$ cat src/rtl/bht_update_gen_pkg.sv
// Shared types and helpers for the BHT update producer.
// - cva6_cfg_t / cva6_cfg_empty : minimal core configuration (RVC selects the
//   PC offset and the number of instructions per fetch).
// - bht_update_t : {valid, pc, taken} update sent to the BHT.
// - bht_entry_t  : {pc, taken} record buffered in the update FIFO.
// - prediction_bits() : PC bit count that spans the BHT row and bank. The BHT
//   uses the same function so both sides agree on the entry a PC maps to.
package bht_update_gen_pkg;

    localparam int VLEN = 32;

    typedef struct packed {
        logic rvc;
    } cva6_cfg_t;

    localparam cva6_cfg_t cva6_cfg_empty = '{rvc: 1'b1};

    typedef struct packed {
        logic            valid;
        logic [VLEN-1:0] pc;
        logic            taken;
    } bht_update_t;

    typedef struct packed {
        logic [VLEN-1:0] pc;
        logic            taken;
    } bht_entry_t;

    function automatic int instr_per_fetch(cva6_cfg_t cfg);
        return cfg.rvc ? 2 : 1;
    endfunction

    function automatic int pc_offset(cva6_cfg_t cfg);
        return cfg.rvc ? 1 : 2;
    endfunction

    function automatic int prediction_bits(cva6_cfg_t cfg, int nr_entries);
        return $clog2(nr_entries / instr_per_fetch(cfg)) + pc_offset(cfg)
               + $clog2(instr_per_fetch(cfg));
    endfunction

endpackage

$ cat src/rtl/bht_update_gen_fifo.sv
// Small FIFO holding pending BHT updates, with first-word-fall-through head.
// Ports:
//   clk, srst      : clock and synchronous active-high reset
//   flush          : discard all contents (pointers and count cleared)
//   push, data_in  : write one entry (ignored when full unless popping too)
//   pop, data_out  : remove the head entry; data_out always shows the head
//   full, empty, count : occupancy status
module bht_update_fifo
    import bht_update_gen_pkg::*;
#(
    parameter int DEPTH = 4
) (
    input  logic                     clk,
    input  logic                     srst,
    input  logic                     flush,
    input  logic                     push,
    input  bht_entry_t               data_in,
    input  logic                     pop,
    output bht_entry_t               data_out,
    output logic                     full,
    output logic                     empty,
    output logic [$clog2(DEPTH):0]   count
);

    localparam int PW = $clog2(DEPTH);

    bht_entry_t         mem [DEPTH];
    logic [PW-1:0]      wr_ptr_reg;
    logic [PW-1:0]      rd_ptr_reg;
    logic [PW:0]        count_reg;
    logic               push_ok;
    logic               pop_ok;

    assign full     = (count_reg == (PW+1)'(DEPTH));
    assign empty    = (count_reg == '0);
    assign count    = count_reg;
    assign data_out = mem[rd_ptr_reg];

    // When full, a write is only legal if the head leaves in the same cycle.
    assign push_ok = push && (!full || pop);
    assign pop_ok  = pop && !empty;

    always_ff @(posedge clk) begin
        if (push_ok) begin
            mem[wr_ptr_reg] <= data_in;
        end
    end

    always_ff @(posedge clk) begin
        if (srst || flush) begin
            wr_ptr_reg <= '0;
            rd_ptr_reg <= '0;
            count_reg  <= '0;
        end else begin
            if (push_ok) begin
                wr_ptr_reg <= wr_ptr_reg + 1'b1;
            end
            if (pop_ok) begin
                rd_ptr_reg <= rd_ptr_reg + 1'b1;
            end
            case ({push_ok, pop_ok})
                2'b10:   count_reg <= count_reg + 1'b1;
                2'b01:   count_reg <= count_reg - 1'b1;
                default: count_reg <= count_reg;
            endcase
        end
    end

endmodule

$ cat src/rtl/bht_update_gen.sv
// Producer of BHT updates. Resolved conditional branches are buffered and
// issued one per cycle in order; an update whose BHT entry matches the one
// issued in the previous cycle waits one bubble cycle so the BHT's
// read-modify-write sees the committed value.
// Ports:
//   clk_i, rst_i       : clock, synchronous active-high reset
//   flush_i            : drop everything queued
//   debug_mode_i       : resolves in debug mode are ignored
//   resolve_*_i        : resolved instruction from the branch unit
//   bht_update_o       : registered {valid, pc, taken} towards the BHT
//   drop_cnt_o         : saturating count of updates lost to overflow
module bht_update_gen
    import bht_update_gen_pkg::*;
#(
    parameter cva6_cfg_t CVA6Cfg      = cva6_cfg_empty,
    parameter int        NR_ENTRIES   = 1024,
    parameter int        DEPTH        = 4,
    parameter int        HAZARD_STALL = 1
) (
    input  logic            clk_i,
    input  logic            rst_i,
    input  logic            flush_i,
    input  logic            debug_mode_i,
    input  logic            resolve_valid_i,
    input  logic            resolve_is_cond_i,
    input  logic [VLEN-1:0] resolve_pc_i,
    input  logic            resolve_taken_i,
    output bht_update_t     bht_update_o,
    output logic [7:0]      drop_cnt_o
);

    localparam int OFFSET = pc_offset(CVA6Cfg);
    localparam int PB     = prediction_bits(CVA6Cfg, NR_ENTRIES);
    localparam int IDX_W  = PB - OFFSET;
    localparam int CW     = $clog2(DEPTH) + 1;

    typedef enum logic [1:0] {
        IDLE,
        ISSUE,
        HOLD
    } state_t;

    state_t             state_reg;
    bht_update_t        out_reg;
    logic [IDX_W-1:0]   last_idx_reg;
    logic               last_idx_valid_reg;
    logic [7:0]         drop_cnt_reg;

    bht_entry_t         incoming;
    bht_entry_t         fifo_head;
    bht_entry_t         head;
    logic               fifo_full;
    logic               fifo_empty;
    logic [CW-1:0]      fifo_count;
    logic               fifo_push;
    logic               fifo_pop;
    logic               enq_req;
    logic               avail;
    logic               hazard;
    logic               deq;
    logic               bypass;
    logic               drop;
    logic [IDX_W-1:0]   head_idx;

    assign enq_req  = resolve_valid_i && resolve_is_cond_i && !debug_mode_i && !flush_i;
    assign incoming = '{pc: resolve_pc_i, taken: resolve_taken_i};

    // An empty FIFO lets the incoming resolve go straight to the output register.
    assign head     = fifo_empty ? incoming : fifo_head;
    assign avail    = (fifo_count != '0) || enq_req;
    assign head_idx = head.pc[PB-1:OFFSET];

    // Only an update issued in the immediately preceding cycle can conflict,
    // so a HOLD cycle clears the condition and never repeats.
    assign hazard = (HAZARD_STALL != 0) && (state_reg == ISSUE) && last_idx_valid_reg
                    && (head_idx == last_idx_reg);

    assign deq       = avail && !hazard && !flush_i;
    assign bypass    = fifo_empty && enq_req && deq;
    assign fifo_push = enq_req && !bypass && (!fifo_full || deq);
    assign fifo_pop  = deq && !fifo_empty;
    assign drop      = enq_req && fifo_full && !deq;

    bht_update_fifo #(
        .DEPTH (DEPTH)
    ) u_fifo (
        .clk      (clk_i),
        .srst     (rst_i),
        .flush    (flush_i),
        .push     (fifo_push),
        .data_in  (incoming),
        .pop      (fifo_pop),
        .data_out (fifo_head),
        .full     (fifo_full),
        .empty    (fifo_empty),
        .count    (fifo_count)
    );

    always_ff @(posedge clk_i) begin
        if (rst_i) begin
            state_reg          <= IDLE;
            out_reg            <= '0;
            last_idx_reg       <= '0;
            last_idx_valid_reg <= 1'b0;
        end else if (flush_i) begin
            state_reg          <= IDLE;
            out_reg.valid      <= 1'b0;
            last_idx_valid_reg <= 1'b0;
        end else if (deq) begin
            state_reg          <= ISSUE;
            out_reg            <= '{valid: 1'b1, pc: head.pc, taken: head.taken};
            last_idx_reg       <= head_idx;
            last_idx_valid_reg <= 1'b1;
        end else begin
            state_reg          <= avail ? HOLD : IDLE;
            out_reg.valid      <= 1'b0;
            last_idx_valid_reg <= 1'b0;
        end
    end

    always_ff @(posedge clk_i) begin
        if (rst_i) begin
            drop_cnt_reg <= '0;
        end else if (drop && (drop_cnt_reg != 8'hFF)) begin
            drop_cnt_reg <= drop_cnt_reg + 8'd1;
        end
    end

    assign bht_update_o = out_reg;
    assign drop_cnt_o   = drop_cnt_reg;

endmodule
$ cat config.mk
export PLATFORM = sky130hd
export DESIGN_NAME = bht_update_gen
export DESIGN_NICKNAME = d
export VERILOG_FILES = /design/src/rtl/bht_update_gen_pkg.sv /design/src/rtl/bht_update_gen_fifo.sv /design/src/rtl/bht_update_gen.sv
export SDC_FILE = /design/constraint.sdc
export NUM_CORES = 1
export LEC_CHECK = 0
export BUFFER_PORTS_ARGS = -buffer_cell sky130_fd_sc_hd__clkbuf_2
export CAP_MARGIN = 20
export CORE_MARGIN = 1
export CORE_UTILIZATION = 50
export DETAILED_ROUTE_END_ITERATION = 12
export HOLD_SLACK_MARGIN = 0.15
export PLACE_DENSITY = 0.73
export SYNTH_ARGS = -nofsm -noshare
export SYNTH_HDL_FRONTEND = slang
export SYNTH_HIERARCHICAL = 1
export SYNTH_SLANG_ARGS = --single-unit
$ cat constraint.sdc
create_clock -name clk_i -period 12.1 [get_ports clk_i]
set_input_delay 1.21 -clock clk_i [delete_from_list [all_inputs] [get_ports clk_i]]
set_output_delay 1.21 -clock clk_i [all_outputs]
set_load 0.005 [all_outputs]
==> After elaboration in Yosys (flattened, before gate mapping) <==
Memories as Yosys holds them, arrays and structs flattened. A register that Yosys moved wholly into a read port is not among the register bits.
Cells that the tools add are included.
{ "word_totals": {"reg_bits": 61, "ramBits": 132, "inputBits": 39, "output_inout_bits": 42, "elab_cells": 66, "mem_count": 1} }
{ "memory_table": {"columns": ["memory", "depth", "width", "read_ports", "rd_clocked_by_memory_dff", "wr", "line", "rtl"], "rows": [
  ["u_fifo.mem", 4, 33, 1, 1, 1, "bht_update_gen_fifo.sv:27", "bht_entry_t mem [DEPTH];"]
]} }
{ "classes": {"add_sub_neg": 5, "n_eq_ne": 6, "n_mux": 9, "bitwise_logic": 1, "reduce_logical": 34} }
{ "ops": {"columns": ["op", "count"], "rows": [
  ["$mux W33", 1],
  ["$logic_and A1 B1 Y1", 17],
  ["$eq A10 B10 Y1", 1],
  ["$add A8 B1 Y8 const B", 1],
  ["$ne A8 B8 Y1 const B", 1],
  ["$logic_not A1 Y1", 7],
  ["$mux W2", 3],
  ["$pmux W3 S2", 1],
  ["$add A2 B1 Y2 const B", 2],
  ["$eq A2 B1 Y1 const B", 2],
  ["$logic_or A1 B1 Y1", 4],
  ["$mux W1", 4],
  ["$add A3 B1 Y3 const B", 1],
  ["$eq A3 B3 Y1 const B", 1],
  ["$logic_not A3 Y1", 1],
  ["$reduce_bool A3 Y1", 1],
  ["$reduce_or A3 Y1", 1],
  ["$sub A3 B1 Y3 const B", 1],
  ["$eq A2 B2 Y1 const B", 1],
  ["$reduce_and A2 Y1", 1],
  ["$reduce_bool A2 Y1", 1],
  ["$reduce_or A2 Y1", 1],
  ["$not A1 Y1", 1]
]} }

==> Longest topological paths before layout <==
Gate-level depths: netlist (run 1).
{ "logic_depth": {"word_depth": 14, "depth_mapped": 19, "depth_no_buf": 15} }

==> Hierarchy <==
Netlist (run 1), hierarchy kept.
{ "by_module_without_submodules": {"columns": ["mod", "instances", "cells_per_inst", "area_per_inst_um2", "seq_area_each_um2"], "rows": [
  ["bht_update_fifo", 1, 229, 5243.8, 4144.0],
  ["bht_update_gen", 1, 271, 2592.5, 860.8]
]} }

==> Worst setup path before layout (run 1) <==
OpenSTA, ideal clock, no wires.
{ "synth_timing": {"path_type": "flip-flop to flip-flop", "from": "reg with a tool-made name", "to": "reg u_fifo.count_reg[2], in the netlist u_fifo/count[2]", "setup_time_ns": 0.070, "arrival_ns": 4.610, "slack_ns": 7.420, "stages_incl_launch_ff": 20, "path_buffers": 4, "period_less_slack_ns": 4.680, "cell_sequence": "dfxtp_1 buf_2 buf_2 mux4_2 mux2i_1 xnor2_1 nand4_2 o31ai_2 buf_2 nor2_1 or4b_1 clkbuf_2 and2_4 inv_1 ha_1 inv_1 fa_1 xor2_1 or3_1 a21oi_1"} }
{ "synth_lines": {"columns": ["element", "line", "rtl"], "rows": [
  ["end signal: assignment", "bht_update_gen_fifo.sv:62", "2'b10: count_reg <= count_reg + 1'b1;"],
  ["end signal: assignment", "bht_update_gen_fifo.sv:63", "2'b01: count_reg <= count_reg - 1'b1;"],
  ["end signal: assignment", "bht_update_gen_fifo.sv:64", "default: count_reg <= count_reg;"],
  ["end: declaration", "bht_update_gen_fifo.sv:30", "logic [PW:0] count_reg;"]
]} }

==> impl_metrics.env, run 1 <==
export IMPL_status="finished, final reports clean"
export IMPL_p_sw_mw=0.265
export IMPL_post_route_period_util=0.449
export IMPL_comb_power_share=0.032
export IMPL_first_pass_iters=4
export IMPL_die_area_um2=16200
export IMPL_cp_top_family="simple AND/OR/NAND/NOR gates"
export IMPL_post_drt_wl_per_cell_um=19.0
export IMPL_pwr_share_clk=0.435
export IMPL_vdd_ir_drop_max_mv=0.136
export IMPL_gp_congestion=0.773
export IMPL_antennaDiodeCount=0
export IMPL_finalHoldViolations=0
export IMPL_clkLatencyLatePin_ps=430
export IMPL_drt_iter0_drc=377
export IMPL_drt_vias_per_instance=5.62
export IMPL_syn2layout_area_growth_pct=14.7
export IMPL_rsz0062_at_grt="false"
export IMPL_max_cap_violations=0
export IMPL_synth_area_per_cell_um2=15.7
export IMPL_setup_viol=0
export IMPL_clkTransAtPathRegs_ps=70
export IMPL_largest_reg_flops=132
export IMPL_postRouteAntennaNets=0
export IMPL_critical_path_max_stage_delay_ps=640
export IMPL_hold_path_class="reg2reg"
export IMPL_cp_num_buf_inv=4
export IMPL_drive_above_1_share=0.346
export IMPL_grtUsageMet2=0.341
export IMPL_core_um2=15300
export IMPL_num_rows=45
export IMPL_grt_met1_usage=0.256
export IMPL_ys_seq_area_frac=0.639
export IMPL_syn_nets=546
export IMPL_num_nets_final=619
export IMPL_initial_core_util=0.514
export IMPL_cts_resized=0
export IMPL_yosysWarnings=6
export IMPL_ys_flop_type="edfxtp_1"
export IMPL_critPathSlowestCell="or4b_1"
export IMPL_cts_buffers=17
export IMPL_grt_pass1_wl_mm=24.1
export IMPL_antenna_found_initial=0
export IMPL_dp_hpwl_mm=9.06
export IMPL_drc_errors=0
export IMPL_drt_wl_total_mm=15.2
export IMPL_clockBufferDepth=2
export IMPL_fin_ws_ps=6670
export IMPL_crit_fanout=33
export IMPL_numClockSinks=184
export IMPL_critPathArrivalTime_ps=5780
export IMPL_tns_ps=0
export IMPL_synth_seq_cells=184
export IMPL_die_h_um=127
export IMPL_grt_pass1_vias=4567
export IMPL_vias=4480
export IMPL_async_flop_share=0
export IMPL_netlist_area_um2=7840
export IMPL_slew_viol_final=0
export IMPL_io_pins=81
export IMPL_cts_tree="yes"
export IMPL_synth_cell_type_count=47
export IMPL_hold_buffers=0
export IMPL_fmax_ghz=0.184
export IMPL_rrSetupSlack_ps=6670
export IMPL_min_period_ps=5430
export IMPL_overflow=0
export IMPL_grt_max_degree=51
export IMPL_dieWidth_um=127
export IMPL_grt_util_met3=0.0507
export IMPL_grt_busiest_layer="met2"
export IMPL_seq_power_share=0.533
export IMPL_post_cts_buffers=0
export IMPL_p_sw_frac=0.207
export IMPL_place_area_um2=8390
export IMPL_leakage_nw=2.96
export IMPL_start_kind="register"
export IMPL_worst_setup_path_type="reg2reg"
export IMPL_worstPathRequired_ps=12450
export IMPL_power_density_nw_per_um2=142
export IMPL_dp_slack_ps=6650
export IMPL_worst_pin_slew_ps=1100
export IMPL_crit_chain="buf_4, mux4_2, mux2i_1, xnor2_1, nand4_2, o31ai_4, buf_4, nor2_1, or4b_1, and2_4, inv_1, ha_1, inv_1, fa_1, xor2_1, or3_1, a21oi_1"
export IMPL_port_buffers=80
export IMPL_endpoint_kind="register"
export IMPL_grt_usage=0.204
export IMPL_synth_edf_count=132
export IMPL_final_cell_area_um2=8980
export IMPL_syn_instance_count=500
export IMPL_p_int_mw=1.01
export IMPL_maxSlewHeadroom=0.265
export IMPL_cts_root_buffer="clkbuf_16"
export IMPL_regMostFlops="u_fifo/mem"
export IMPL_htreeDepth=4
export IMPL_fin_skew_ps=8.95
per-stage QoR:
stage | hold WS, ps | utilization | std cells | total power, mW
final | 459 | 0.589 | 797 | 1.28
after global routing | 469 | 0.589 | 797 | 1.31
after CTS | 462 | 0.589 | 797 | 1.29
after detailed placement | 452 | 0.550 | 765 | 0.735
after global placement | 448 | 0.550 | 765 | 0.733
after floorplan | 459 | - | 500 | 0.714
tightest hold or removal path, delay by kind of cell (launching register included):
family,cells,cell delay [ps]
compound gates,1,50
buf+inv,1,60
flops,1,310
final cells by class:
cell class	count	area (um^2)
clock inverter	13	144
clock buffer	19	454
sequential	184	5010
timing repair buffer	87	453
fill	1174	6270
inverter	40	150
tap	211	264
multi-input combinational	243	2510
final timing paths:
check                                                   start                       endpoint  cells after the start
worst min-delay path            bht_update_o[23]$_SDFFE_PP0P_  bht_update_o[23]$_SDFFE_PP0P_                      2
worst max-delay path                                 register   u_fifo/count[2]$_SDFFE_PP0P_                     17
worst min register to register  bht_update_o[23]$_SDFFE_PP0P_  bht_update_o[23]$_SDFFE_PP0P_                      2
worst max register to register                       register   u_fifo/count[2]$_SDFFE_PP0P_                     17
power by group through the flow:
stage | Combinational, mW | Clock, mW | Sequential (mW)
after floorplan | 0.0197 | 0 | 0.694
after global placement | 0.0391 | 0 | 0.694
after detailed placement | 0.0409 | 0 | 0.694
after CTS | 0.0411 | 0.564 | 0.680
after global routing | 0.0450 | 0.587 | 0.680
final | 0.0406 | 0.555 | 0.680
layer usage:
layer	routed length, um	part of all wire	vias up
li1	-	-	2095
met1	6680	0.44	2265
met2	7640	0.50	103
met3	645	0.042	17
met4	209	0.014	0
met5	0	0	-
cells in the final DEF, fill, tap and decap left out, types with 10 or more instances in the layout:
cell / Yosys / routed
mux4_2: 33 / 33
a211oi_1: 26 / 26
dfxtp_1: 52 / 50
clkbuf_16: 0 / 18
inv_1: 40 / 40
edfxtp_1: 132 / 132
nor2b_1: 31 / 31
mux2i_1: 10 / 10
clkbuf_2: 1 / 80
nor2_1: 16 / 15
a221oi_2: 28 / 28
logic make-up (layout without fill, tap and decap cells):
logic type               after synthesis  after routing  share of synthesized area
flip-flops                           184            184                      0.639
adder cells (fa/ha/maj)                7              7                     0.0121
XOR/XNOR                              12             12                     0.0134
AO/OA/AOI/OAI                         72             72                     0.0960
buffers and inverters                 73            159                     0.0429
multiplexers                          50             50                      0.118
AND/OR/NAND/NOR                      102            102                     0.0789
cells in the mapped netlist (all sizes together), types with 2 or more instances:
| master | n | share of area |
|---|---|---|
| a211oi | 27 | 0.027 |
| a21oi | 4 | 0.0026 |
| a221oi | 31 | 0.057 |
| and2 | 9 | 0.0075 |
| and3 | 8 | 0.0070 |
| buf | 14 | 0.015 |
| clkbuf | 19 | 0.0093 |
| dfxtp | 52 | 0.13 |
| edfxtp | 132 | 0.51 |
| ha | 6 | 0.0096 |
| inv | 40 | 0.019 |
| mux2 | 6 | 0.0086 |
| mux2i | 11 | 0.015 |
| mux4 | 33 | 0.095 |
| nand2 | 5 | 0.0024 |
| nand3 | 4 | 0.0026 |
| nand4 | 9 | 0.0080 |
| nor2 | 16 | 0.0077 |
| nor2b | 31 | 0.025 |
| nor3 | 3 | 0.0019 |
| nor4 | 6 | 0.0048 |
| o21ai | 5 | 0.0032 |
| o31ai | 2 | 0.0032 |
| or3 | 3 | 0.0024 |
| or4b | 2 | 0.0026 |
| xnor2 | 8 | 0.0089 |
| xor2 | 4 | 0.0045 |
Note: power is estimated with default switching activity, not from simulation.
==> inputs of run 2 (changes only) <==
--- a/config.mk
+++ b/config.mk
@@ -11,7 +11,7 @@
 export CORE_UTILIZATION = 50
 export DETAILED_ROUTE_END_ITERATION = 12
 export HOLD_SLACK_MARGIN = 0.15
-export PLACE_DENSITY = 0.73
+export PLACE_DENSITY = 0.76
 export SYNTH_ARGS = -nofsm -noshare
 export SYNTH_HDL_FRONTEND = slang
 export SYNTH_HIERARCHICAL = 1
==> constraint.sdc (replaced) <==
create_clock -name clk_i -period 4.5 [get_ports clk_i]
set_input_delay 0.45 -clock clk_i [delete_from_list [all_inputs] [get_ports clk_i]]
set_output_delay 0.45 -clock clk_i [all_outputs]
set_load 0.005 [all_outputs]
==> run 2 against run 1 <==
Critical path depth down 2. Design area up 2.2%. Cell count rose by 1.8%. Clock-buffer cell count rose by 6. Die area stayed put. Non-clock buffer count rose by 14. Critical endpoint unchanged. Largest power group unchanged.
==> impl_metrics.env, run 2 (same netlist as run 1, synthesis figures left out) <==
export IMPL_crit_reg2reg_capture="u_fifo/count[2]$_SDFFE_PP0P_"
export IMPL_vdd_ir_drop_max_mv=0.273
export IMPL_rrSetupSlack_ps=320
export IMPL_dp_cells=779
export IMPL_leakage_nw=3.07
export IMPL_grt_max_degree=51
export IMPL_crit_fanout=13
export IMPL_num_rows=45
export IMPL_fin_ws_ps=319
export IMPL_hold_path_class="in2reg"
export IMPL_drt_vias_per_instance=5.69
export IMPL_antennaDiodeCount=0
export IMPL_antenna_found_initial=0
export IMPL_num_nets_final=633
export IMPL_reg2reg_depth=15
export IMPL_grt_usage=0.214
export IMPL_cts_tree="yes"
export IMPL_post_drt_wl_per_cell_um=19.7
export IMPL_numClockSinks=184
export IMPL_final_common_cell="edfxtp_1"
export IMPL_drt_iter0_drc=404
export IMPL_min_period_ps=4180
export IMPL_gp_congestion=0.835
export IMPL_grt_pass1_vias=4789
export IMPL_final_cell_mix="edfxtp_1 (132), clkbuf_2 (80), dfxtp_1 (50)"
export IMPL_critPathArrivalTime_ps=4540
export IMPL_finalHoldViolations=0
export IMPL_io_pins=81
export IMPL_die_h_um=127
export IMPL_worst_setup_path_type="reg2reg"
export IMPL_post_route_period_util=0.929
export IMPL_power_density_nw_per_um2=383
export IMPL_final_cell_count_no_fill=811
export IMPL_largest_reg_flops=132
export IMPL_regMostFlops="u_fifo/mem"
export IMPL_slew_viol_final=0
export IMPL_die_area_um2=16200
export IMPL_dieWidth_um=127
export IMPL_crit_end="u_fifo/count[2]$_SDFFE_PP0P_"
export IMPL_dp_slack_ps=236
export IMPL_clockBufferDepth=2
export IMPL_p_total_mw=3.52
export IMPL_worst_pin_slew_ps=739
export IMPL_drc_errors=0
export IMPL_max_cap_violations=0
export IMPL_endpoint_kind="register"
export IMPL_cts_buffers=17
export IMPL_clkLatencyLatePin_ps=430
export IMPL_vias=4618
export IMPL_maxSlewHeadroom=0.507
export IMPL_postRouteAntennaNets=0
export IMPL_fmax_ghz=0.239
export IMPL_syn2layout_area_growth_pct=17.1
export IMPL_drive_above_1_share=0.355
export IMPL_worstPathRequired_ps=4860
export IMPL_dp_hpwl_mm=10.3
export IMPL_core_um2=15300
export IMPL_fin_skew_ps=8.03
export IMPL_cts_root_buffer="clkbuf_16"
export IMPL_clkTransAtPathRegs_ps=60
export IMPL_port_buffers=80
export IMPL_n_fill_cell=1138
export IMPL_initial_core_util=0.514
export IMPL_htreeDepth=4
export IMPL_status="finished, final reports clean"
export IMPL_first_pass_iters=4
export IMPL_start_kind="register"
export IMPL_setup_viol=0
export IMPL_rsz0062_at_grt="false"
export IMPL_overflow=0
export IMPL_grt_pass1_wl_mm=25.5
export IMPL_drt_wl_total_mm=16.0
export IMPL_tns_ps=0
run 2: layer usage:
metal	track usage	share of wire
met1	0.274	0.43
met2	0.343	0.49
met3	0.0616	0.050
met4	0.0882	0.027
met5	0	0
run 2: stage by stage:
step | area (um^2) | util | hold slack [ps]
global placement | 8540 | 0.560 | 447
global route | 9180 | 0.602 | 235
finish | 9180 | 0.602 | 257
detailed placement | 8540 | 0.560 | 453
floorplan | 7850 | - | 459
CTS | 9180 | 0.601 | 239
run 2: worst max-delay path, stage by stage, from the launching register on:
cell and delay (ps):
dfxtp_4 500, mux4_2 530, mux2i_1 200, xnor2_1 190
nand4_1 280, o31ai_4 280, nor2_1 110, or4b_1 530
and2_4 190, inv_1 50, ha_1 170, inv_1 60
fa_1 380, xor2_1 170, or3_1 310, a21oi_1 150
run 2: worst min-delay path by stage:
stage,start,end,slack [ps],depth (start not counted)
finish,resolve_pc_i[0],u_fifo/mem[2][1]$_DFFE_PP_,260,1
global route,resolve_pc_i[11],u_fifo/mem[2][12]$_DFFE_PP_,240,1
CTS,resolve_pc_i[12],u_fifo/mem[2][13]$_DFFE_PP_,240,1
detailed placement,bht_update_o[30]$_SDFFE_PP0P_,bht_update_o[30]$_SDFFE_PP0P_,450,2
global placement,bht_update_o[16]$_SDFFE_PP0P_,bht_update_o[16]$_SDFFE_PP0P_,450,2
floorplan,bht_update_o[0]$_SDFFE_PP0P_,bht_update_o[0]$_SDFFE_PP0P_,460,2
run 2: where the power goes:
group | internal (mW) | leakage [nW] | switching (mW) | total (mW)
Clock | 0.990 | 0.306 | 0.587 | 1.58
Sequential | 1.82 | 1.61 | 0.00656 | 1.83
Combinational | 0.0436 | 1.16 | 0.0688 | 0.112
run 2: area by class of cell:
cell class,count,area [um^2],share of cell area
Clock inverter,7,140,0.0153
Multi-Input combinational cell,243,2510,0.274
Clock buffer,25,495,0.0540
Tap cell,211,264,0.0288
Timing Repair Buffer,101,608,0.0662
Sequential cell,184,5010,0.546
Inverter,40,150,0.0164
run 2: repair_timing:
item | 4_1_cts | 5_1_grt
setup buffers | 0 | 0
gates resized for setup | 0 | 2
endpoints found under the setup margin | 0 | 1
hold buffers | 0 | 0
==> inputs of run 3 (changes only) <==
==> constraint.sdc (replaced) <==
create_clock -name clk_i -period 4.5 [get_ports clk_i]
set_input_delay 0.225 -clock clk_i [delete_from_list [all_inputs] [get_ports clk_i]]
set_output_delay 0.225 -clock clk_i [all_outputs]
set_load 0.005 [all_outputs]
==> run 3 against run 2 <==
Fmax down 1.7%. Design area rose by 2.4%. Non-clock buffer count up 33. Critical endpoint unchanged. Highest routed layer unchanged.
==> impl_metrics.env, run 3 (same netlist as run 1, synthesis figures left out) <==
export IMPL_start_kind="register"
export IMPL_power_density_nw_per_um2=352
export IMPL_min_period_ps=4250
export IMPL_final_cell_mix="edfxtp_1 (132), clkbuf_2 (80), dfxtp_1 (51)"
export IMPL_place_area_um2=8540
export IMPL_drt_vias_per_instance=5.56
export IMPL_rsz0062_at_grt="false"
export IMPL_syn2layout_area_growth_pct=19.9
export IMPL_postRouteAntennaNets=0
export IMPL_hold_depth=4
export IMPL_clkTransAtPathRegs_ps=60
export IMPL_vias=4693
export IMPL_critical_path_max_stage_delay_ps=720
export IMPL_overflow=0
export IMPL_first_pass_iters=4
export IMPL_dp_hpwl_mm=10.2
export IMPL_cts_tree="yes"
export IMPL_grt_pass1_wl_mm=26.2
export IMPL_dp_cells=779
export IMPL_tns_ps=0
export IMPL_grt_pass1_vias=4925
export IMPL_post_route_period_util=0.945
export IMPL_critPathArrivalTime_ps=4610
export IMPL_num_nets_final=666
export IMPL_cts_buffers=17
export IMPL_clkLatencyLatePin_ps=420
export IMPL_finalHoldViolations=0
export IMPL_port_buffers=80
export IMPL_cts_root_buffer="clkbuf_16"
export IMPL_status="finished, final reports clean"
export IMPL_gp_congestion=0.828
export IMPL_endpoint_kind="register"
export IMPL_drt_wl_total_mm=16.2
export IMPL_leakage_nw=3.16
export IMPL_dieWidth_um=127
export IMPL_worst_setup_path_type="reg2reg"
export IMPL_crit_chain="mux4_2, mux2i_2, xor2_1, nand3_1, o31ai_4, nor2_1, or4b_1, and2_4, inv_1, ha_1, inv_1, fa_1, xor2_1, or3_1, a21oi_1"
export IMPL_worst_pin_slew_ps=760
export IMPL_die_h_um=127
export IMPL_final_cell_area_um2=9400
export IMPL_regMostFlops="u_fifo/mem"
export IMPL_final_cell_count_no_fill=844
export IMPL_initial_core_util=0.514
export IMPL_antenna_found_initial=0
export IMPL_antennaDiodeCount=0
export IMPL_setup_viol=0
export IMPL_critPathSlowestCell="dfxtp_1"
export IMPL_io_pins=81
export IMPL_num_rows=45
export IMPL_fmax_ghz=0.235
export IMPL_drc_errors=0
export IMPL_hold_path_class="in2reg"
export IMPL_clockBufferDepth=2
export IMPL_crit_fanout=13
export IMPL_finish_utilization=0.616
export IMPL_fin_skew_ps=16.4
export IMPL_largest_reg_flops=132
export IMPL_die_area_um2=16200
export IMPL_maxSlewHeadroom=0.493
export IMPL_htreeDepth=4
export IMPL_core_um2=15300
export IMPL_worstPathRequired_ps=4860
export IMPL_slew_viol_final=0
export IMPL_post_drt_wl_per_cell_um=19.2
export IMPL_max_cap_violations=0
export IMPL_drive_above_1_share=0.329
export IMPL_reg2reg_depth=15
export IMPL_hold_ws_ps=248
export IMPL_grt_usage=0.218
export IMPL_grt_max_degree=51
export IMPL_final_common_cell="edfxtp_1"
export IMPL_drt_iter0_drc=397
export IMPL_vdd_ir_drop_max_mv=0.264
export IMPL_numClockSinks=184
export IMPL_post_cts_buffers=0
==> run 3: cell types whose count changed in the layout (fill, tap and decap cells not counted), moves of 3 or more <==
cell and delta:
bufinv_16 -3, clkbuf_1 +5, clkbuf_8 -3, clkinv_2 +4, dlygate4sd3_1 +33
==> run 3: final cells by class <==
cell class	count	area [um^2]
timing repair buffer	134	938
fill	1149	5860
inverter	40	150
multi-input combinational	243	2510
clock buffer	27	473
clock inverter	5	50.0
sequential	184	5010
tap	211	264
==> run 3: worst max-delay path, delay by kind of cell, from the launching register on <==
kind            cells  cell delay (ps)
compound gates      2              430
xor+xnor            2              390
fa+ha+maj           2              560
flops               1              720
mux                 2              620
buf+inv             2              120
simple gates        5             1370
==> run 3: final timing paths <==
kind / startpoint / end / slack [ps]
worst max register to register: register / u_fifo/count[2]$_SDFFE_PP0P_ / 250
worst min-delay path: flush_i / u_fifo/wr_ptr_reg[1]$_SDFFE_PP0P_ / 250
worst max-delay path: register / u_fifo/count[2]$_SDFFE_PP0P_ / 250
worst min register to register: bht_update_o[27]$_SDFFE_PP0P_ / bht_update_o[27]$_SDFFE_PP0P_ / 460
==> run 3: metal layers <==
metal  global-route usage  part of all wire  up-vias
met4               0.0847             0.013        0
met2                0.364              0.51      128
li1                     -                 -     2177
met1                0.281              0.43     2375
met5                    0                 0        -
met3               0.0456             0.047       13
==> run 3: through the flow <==
step	power [mW]	setup WS, ps
final	3.31	248
after global routing	3.41	44.2
after CTS	3.33	147
after detailed placement	1.98	189
after global placement	1.97	410
after floorplan	1.92	17.5
==> run 3: what timing repair did <==
action	in CTS	in global routing
hold buffers	33	0
resized for setup	0	1
hold endpoints to repair	132	0
endpoints found under the setup margin	0	1
==> run 3: report_power, final <==
group	leakage [nW]	internal, mW	switching [mW]	total (mW)
Combinational	1.29	0.0622	0.0747	0.137
Sequential	1.61	1.82	0.00657	1.83
Clock	0.257	0.774	0.566	1.34
Total	3.16	2.66	0.647	3.31
